## config.mk

```make
export PLATFORM = sky130hd
export DESIGN_NAME = mbist_ctrl
export DESIGN_NICKNAME = d
export VERILOG_FILES = /design/src/rtl/mbist_ctrl.sv
export SDC_FILE = /design/constraint.sdc
export NUM_CORES = 1
export LEC_CHECK = 0
export CAP_MARGIN = 20
export CORE_AREA = 3 3 66 68
export DETAILED_ROUTE_END_ITERATION = 8
export DIE_AREA = 0 0 69 71
export HOLD_SLACK_MARGIN = 0.05
export PLACE_DENSITY = 0.83
export RECOVER_POWER = 50
export SYNTH_ARGS = -nofsm -noshare
export SYNTH_HDL_FRONTEND = slang
export SYNTH_SLANG_ARGS = --single-unit
```

## constraint.sdc

```tcl
create_clock -name clk -period 3.55 [get_ports clk]
set_input_delay 0.355 -clock clk [delete_from_list [all_inputs] [get_ports clk]]
set_output_delay 0.355 -clock clk [all_outputs]
set_load 0.01 [all_outputs]
```

## src/rtl/mbist_ctrl.sv

```systemverilog
// ---------------------------------------------------------------------------
// mbist_ctrl
//   March C- BIST controller for a 2^ADDR x 1 RAM. Runs
//   {(w0); up(r0,w1); up(r1,w0); down(r0,w1); down(r1,w0); (r0)} over every
//   cell. Each op takes one cycle. Read data is compared one edge after the
//   read is driven. The block reports pass/fail, the first failing
//   address/element and a saturating mismatch count.
//
//   Optional build macro: MBIST_STOP_ON_FAIL_EN
//     When defined, the test ends at the compare edge of the first mismatch.
//
// Ports
//   clk        : clock
//   rst        : synchronous active-high reset
//   start      : begin test (honoured in IDLE or DONE)
//   cs/we/oe   : RAM chip select / write enable / read enable
//   addr       : RAM address
//   d_in       : RAM write data
//   d_out      : RAM read data (valid from the negedge of a read cycle)
//   busy       : test running
//   done       : test finished, held until restart or reset
//   fail       : sticky mismatch flag
//   fail_addr  : address of first mismatch
//   fail_elem  : March element (0-5) of first mismatch
//   err_cnt    : saturating mismatch count
// ---------------------------------------------------------------------------
module mbist_ctrl #(
   parameter int unsigned ADDR  = 6,
   parameter int unsigned ERR_W = 8
) (
   input  logic             clk,
   input  logic             rst,
   input  logic             start,
   output logic             cs,
   output logic             we,
   output logic             oe,
   output logic [ADDR-1:0]  addr,
   output logic             d_in,
   input  logic             d_out,
   output logic             busy,
   output logic             done,
   output logic             fail,
   output logic [ADDR-1:0]  fail_addr,
   output logic [2:0]       fail_elem,
   output logic [ERR_W-1:0] err_cnt
);

   typedef enum logic [1:0] {S_IDLE, S_RUN, S_DONE} state_t;

   localparam logic [ADDR-1:0] A_LAST = '1;

   state_t     state;
   logic [2:0] elem;    // element of the op currently driven
   logic       ph;      // 0: first op of element, 1: second op
   logic       exp_r;   // expected read value of the op currently driven

   // Next-op computation from the op currently on the bus
   logic [2:0]      n_elem;
   logic            n_ph;
   logic [ADDR-1:0] n_addr;
   logic            n_we;
   logic            n_oe;
   logic            n_din;
   logic            n_exp;
   logic            last_op;
   logic            two_op;
   logic            down;
   logic            mismatch;
   logic            finish;

   always_comb begin
      n_elem  = elem;
      n_ph    = 1'b0;
      n_addr  = addr;
      last_op = 1'b0;
      two_op  = (elem >= 3'd1) && (elem <= 3'd4);
      down    = (elem == 3'd3) || (elem == 3'd4);

      if (two_op && !ph) begin
         n_ph = 1'b1;
      end else if (down ? (addr == '0) : (addr == A_LAST)) begin
         if (elem == 3'd5) begin
            last_op = 1'b1;
         end
         n_elem = elem + 3'd1;
         n_addr = ((n_elem == 3'd3) || (n_elem == 3'd4)) ? A_LAST : '0;
      end else begin
         n_addr = down ? (addr - 1'b1) : (addr + 1'b1);
      end

      // Element 0 is the only write-first element; every other element
      // starts with a read. r1 is expected in elements 2 and 4, w1 in 1 and 3.
      n_oe  = (n_elem != 3'd0) && !n_ph;
      n_we  = !n_oe;
      n_exp = (n_elem == 3'd2) || (n_elem == 3'd4);
      n_din = n_we && ((n_elem == 3'd1) || (n_elem == 3'd3));
   end

   // Case-inequality so an undriven or unknown read counts as a failure
   assign mismatch = oe && (d_out !== exp_r);

`ifdef MBIST_STOP_ON_FAIL_EN
   assign finish = last_op || mismatch;
`else
   assign finish = last_op;
`endif

   always_ff @(posedge clk) begin
      if (rst) begin
         state     <= S_IDLE;
         elem      <= '0;
         ph        <= 1'b0;
         exp_r     <= 1'b0;
         cs        <= 1'b0;
         we        <= 1'b0;
         oe        <= 1'b0;
         addr      <= '0;
         d_in      <= 1'b0;
         busy      <= 1'b0;
         done      <= 1'b0;
         fail      <= 1'b0;
         fail_addr <= '0;
         fail_elem <= '0;
         err_cnt   <= '0;
      end else begin
         case (state)
            S_IDLE, S_DONE: begin
               if (start) begin
                  state     <= S_RUN;
                  busy      <= 1'b1;
                  done      <= 1'b0;
                  fail      <= 1'b0;
                  fail_addr <= '0;
                  fail_elem <= '0;
                  err_cnt   <= '0;
                  // op 0: element 0, w0 at address 0
                  elem      <= '0;
                  ph        <= 1'b0;
                  exp_r     <= 1'b0;
                  cs        <= 1'b1;
                  we        <= 1'b1;
                  oe        <= 1'b0;
                  addr      <= '0;
                  d_in      <= 1'b0;
               end
            end

            S_RUN: begin
               if (mismatch) begin
                  fail <= 1'b1;
                  if (err_cnt != '1) begin
                     err_cnt <= err_cnt + 1'b1;
                  end
                  if (!fail) begin
                     fail_addr <= addr;
                     fail_elem <= elem;
                  end
               end

               if (finish) begin
                  state <= S_DONE;
                  busy  <= 1'b0;
                  done  <= 1'b1;
                  elem  <= '0;
                  ph    <= 1'b0;
                  exp_r <= 1'b0;
                  cs    <= 1'b0;
                  we    <= 1'b0;
                  oe    <= 1'b0;
                  addr  <= '0;
                  d_in  <= 1'b0;
               end else begin
                  elem  <= n_elem;
                  ph    <= n_ph;
                  exp_r <= n_exp;
                  cs    <= 1'b1;
                  we    <= n_we;
                  oe    <= n_oe;
                  addr  <= n_addr;
                  d_in  <= n_din;
               end
            end

            default: state <= S_IDLE;
         endcase
      end
   end

endmodule

```

==> reports/summary.txt <==
worst slew pin tran -> 892.8 ps
Hold Fails Final Rpt -> 0
slowest CP cell -> dfxtp_1
drt pass-1 iters -> 4
CP cell instances -> inv_1 -> ha_1 -> mux2_4 -> ha_1 -> a21o_1 -> a311o_1 -> a21oi_1 -> xnor2_1 -> a21o_1 -> a22o_1
synthesized area per cell -> 8.896 um2
startpoint types -> flip-flop
TritonCTS clock tree -> done
DRC Markers -> 0
post-synthesis async set-or-reset flop share -> 0%
Cell Area, Synth -> 2028 um2
largest net degree at the start of global routing -> 24
nets@finish -> 278
total CTS buffers -> 5
EDFF count, synth -> 0
slowest stage delay, CP -> 510 ps
Max Freq -> 346.2 MHz
Fill cells -> 333
Post-CTS Setup Bufs -> 0
H-Tree Depth -> 2
worst hold stages -> 2
Overall Global Routing Usage -> 20.61%
post-synthesis sequential element count -> 37
max-slew violation count -> 0
Inst Count DP -> 307
drt first-iter violations -> 131
crit end category -> flip-flop
RSZ-0062 raised after global routing -> false
fin util -> 63.78%
worst endpoint required time -> 3740 ps
gr ovfl total -> 0
vias -> 1804
Slew HR -> 40.48%
Clk Latency, worst-skew pair -> 300 ps
initial antenna violation count -> 0
post-synth net total -> 242
Levels on crit path -> 10
hold_buf cts -> 0
clk sink count -> 37
final WL -> 4.835 mm
Final Setup Violations -> 0
CTS root buf -> clkbuf_8
Hold Crit Class -> reg -> reg
post-CTS resize count -> 0
buffer and inverter count on the worst path -> 1
post-route insts no fill -> 315
Fin Clk Skew -> 9.779 ps
worst r2r path cells -> 10
fraction of layout cells with a size suffix above 1 -> 10.19%
Seq/Total Area, Yosys -> 36.52%
Clock Path Buffers -> 2
first-pass GRT wire length -> 8.252 mm
Die Ht -> 71 um
Ys Warns -> 0
Main synth FF type -> dfxtp_1
Post-DP Area -> 2386 um2
die span in x -> 69 um
Crit Path Class -> reg -> reg
I/O Pins -> 34
outcome -> complete, no violations
core area -> 3914 um2
distinct cell type count after synthesis -> 51
Gate Count Post-Synth -> 228
critical path data arrival time -> 3080 ps
# rows -> 23
leakage power -> 1.038 nW
Ant. Diodes -> 0
port bufs -> 33
Top delay family on crit path -> compound AO/OA/AOI/OAI gates
Detail Route Antenna Nets -> 0
vias per inst -> 5.727
die area -> 4899 um2
CP Max Fanout -> 8
clock-pin slew on the worst setup and hold paths -> 70 ps
setup TNS -> 0 ps
min cycle time layout -> 2889 ps
vias in the first global route -> 1759
Max VDD drop -> 278.0 uV
Tcrit/Tclk final -> 81.38%
Power Dens Cells -> 354.9 nW/um2
Initial Util -> 51.82%
DP Wirelength -> 3.494 mm
DR WL/cell -> 15.35 um
RD Place Congestion -> 0.9371
Max Cap Viol -> 0
Finished Cell Area -> 2496 um2
Layout area overhead -> 23.07%
==> cell families after synthesis <==
kind of cell	synth area share, %
multiplexers	1.727
XOR/XNOR	5.182
AND/OR/NAND/NOR	26.28
flip-flops	36.52
adder cells (fa/ha/maj)	6.539
buffers and inverters	4.565
AO/OA/AOI/OAI	19.19
==> Yosys cell counts (2+ instances only) <==
master    number  share of area [%]
and3_4         2                1.1
nor2_1        23                4.3
and2_1         2               0.62
nand2b_1       2               0.62
inv_1          9                1.7
nor4_2         2                1.2
dfxtp_1       37                 37
nand4_1        3               0.93
mux2i_1        2               0.99
o21ai_1        2               0.49
nor4_4         2                2.1
clkbuf_1       3               0.56
nand2_1       23                4.3
xnor2_1        6                2.6
nand3_2        2               0.99
or3_1          2               0.62
and3_1         2               0.62
nor2b_1        3               0.93
o21a_1         2               0.74
clkbuf_8       2                1.4
a22o_1         6                2.6
o21ai_0        5                1.2
nand3_1       12                3.0
xor2_1         6                2.6
a21o_1         3                1.1
nor3_1         6                1.5
ha_1           9                5.6
a22oi_1        2               0.74
a21oi_1       26                6.4
==> worst paths after layout <==
kind	start	to	slack, ps
worst min-delay path	fail_elem[0]	fail_elem[0]	450
worst max register to register	elem[0]	addr[5]	660
worst min register to register	fail_elem[0]	fail_elem[0]	450
worst max-delay path	elem[0]	addr[5]	660
==> power by group <==
group,total [mW],internal (mW),leakage (nW),switching (mW)
Sequential,0.432,0.423,0.300,0.00860
Clock,0.380,0.228,0.0574,0.152
Combinational,0.0737,0.0271,0.680,0.0466
Total,0.886,0.679,1.04,0.207
==> state kept, by name, indices dropped and copies added (netlist names), 2 cells and up <==
signal     cells
addr           6
elem           3
err_cnt        8
fail_addr      6
fail_elem      3
state          2
==> per-stage QoR <==
step	hold WS [ps]	power, mW	setup slack [ps]
after global placement	443.4	0.5166	781.7
after detailed placement	446.2	0.5179	692.8
after CTS	456.5	0.8922	668.2
after floorplan	423.9	0.4895	882.8
final	450.9	0.8858	661.2
after global routing	469.5	0.9121	454.3
==> worst reg2reg max path, cell delays in order, from the launching register on <==
cell and delay, ps:
dfxtp_1 510, inv_1 180, ha_1 280, mux2_4 330
ha_1 280, a21o_1 190, a311o_1 350, a21oi_1 170
xnor2_1 100, a21o_1 180, a22o_1 210
==> cell type report <==
| class | instances | area (um2) | area share [%] |
|---|---|---|---|
| multi-input cells | 175 | 1189 | 47.62 |
| flip-flops and latches | 37 | 740.7 | 29.67 |
| repair buffers | 35 | 341.6 | 13.68 |
| clock buffers | 6 | 82.58 | 3.308 |
| well taps | 50 | 62.56 | 2.506 |
| inverters | 10 | 42.54 | 1.704 |
| clock inverters | 2 | 37.54 | 1.504 |
==> cells in the final DEF (no fill, tap or decap), types with 2 or more instances in the layout <==
| master | n |
|---|---|
| or3_1 | 2 |
| nand3_1 | 12 |
| and3_4 | 2 |
| dlygate4sd3_1 | 30 |
| and3_1 | 2 |
| clkbuf_8 | 6 |
| inv_1 | 9 |
| clkdlybuf4s50_1 | 3 |
| mux2i_1 | 2 |
| o21a_1 | 2 |
| nor2_1 | 23 |
| a22o_1 | 6 |
| nor4_2 | 2 |
| o21ai_0 | 5 |
| nor2b_1 | 3 |
| nand2b_1 | 2 |
| a22oi_1 | 2 |
| and2_1 | 2 |
| nor3_1 | 6 |
| o21ai_1 | 2 |
| nor4_4 | 2 |
| nand3_2 | 2 |
| xor2_1 | 6 |
| a21oi_1 | 26 |
| xnor2_1 | 6 |
| nand2_1 | 23 |
| ha_1 | 9 |
| a21o_1 | 3 |
| dfxtp_1 | 37 |
| nand4_1 | 3 |
==> metal layers <==
layer	GRT usage [%]	wire length, um
met1	25.73	2099
met2	34.96	2421
met3	4.972	247
met4	6.941	67
met5	0	0
Note: power is estimated with default switching activity, not from simulation.
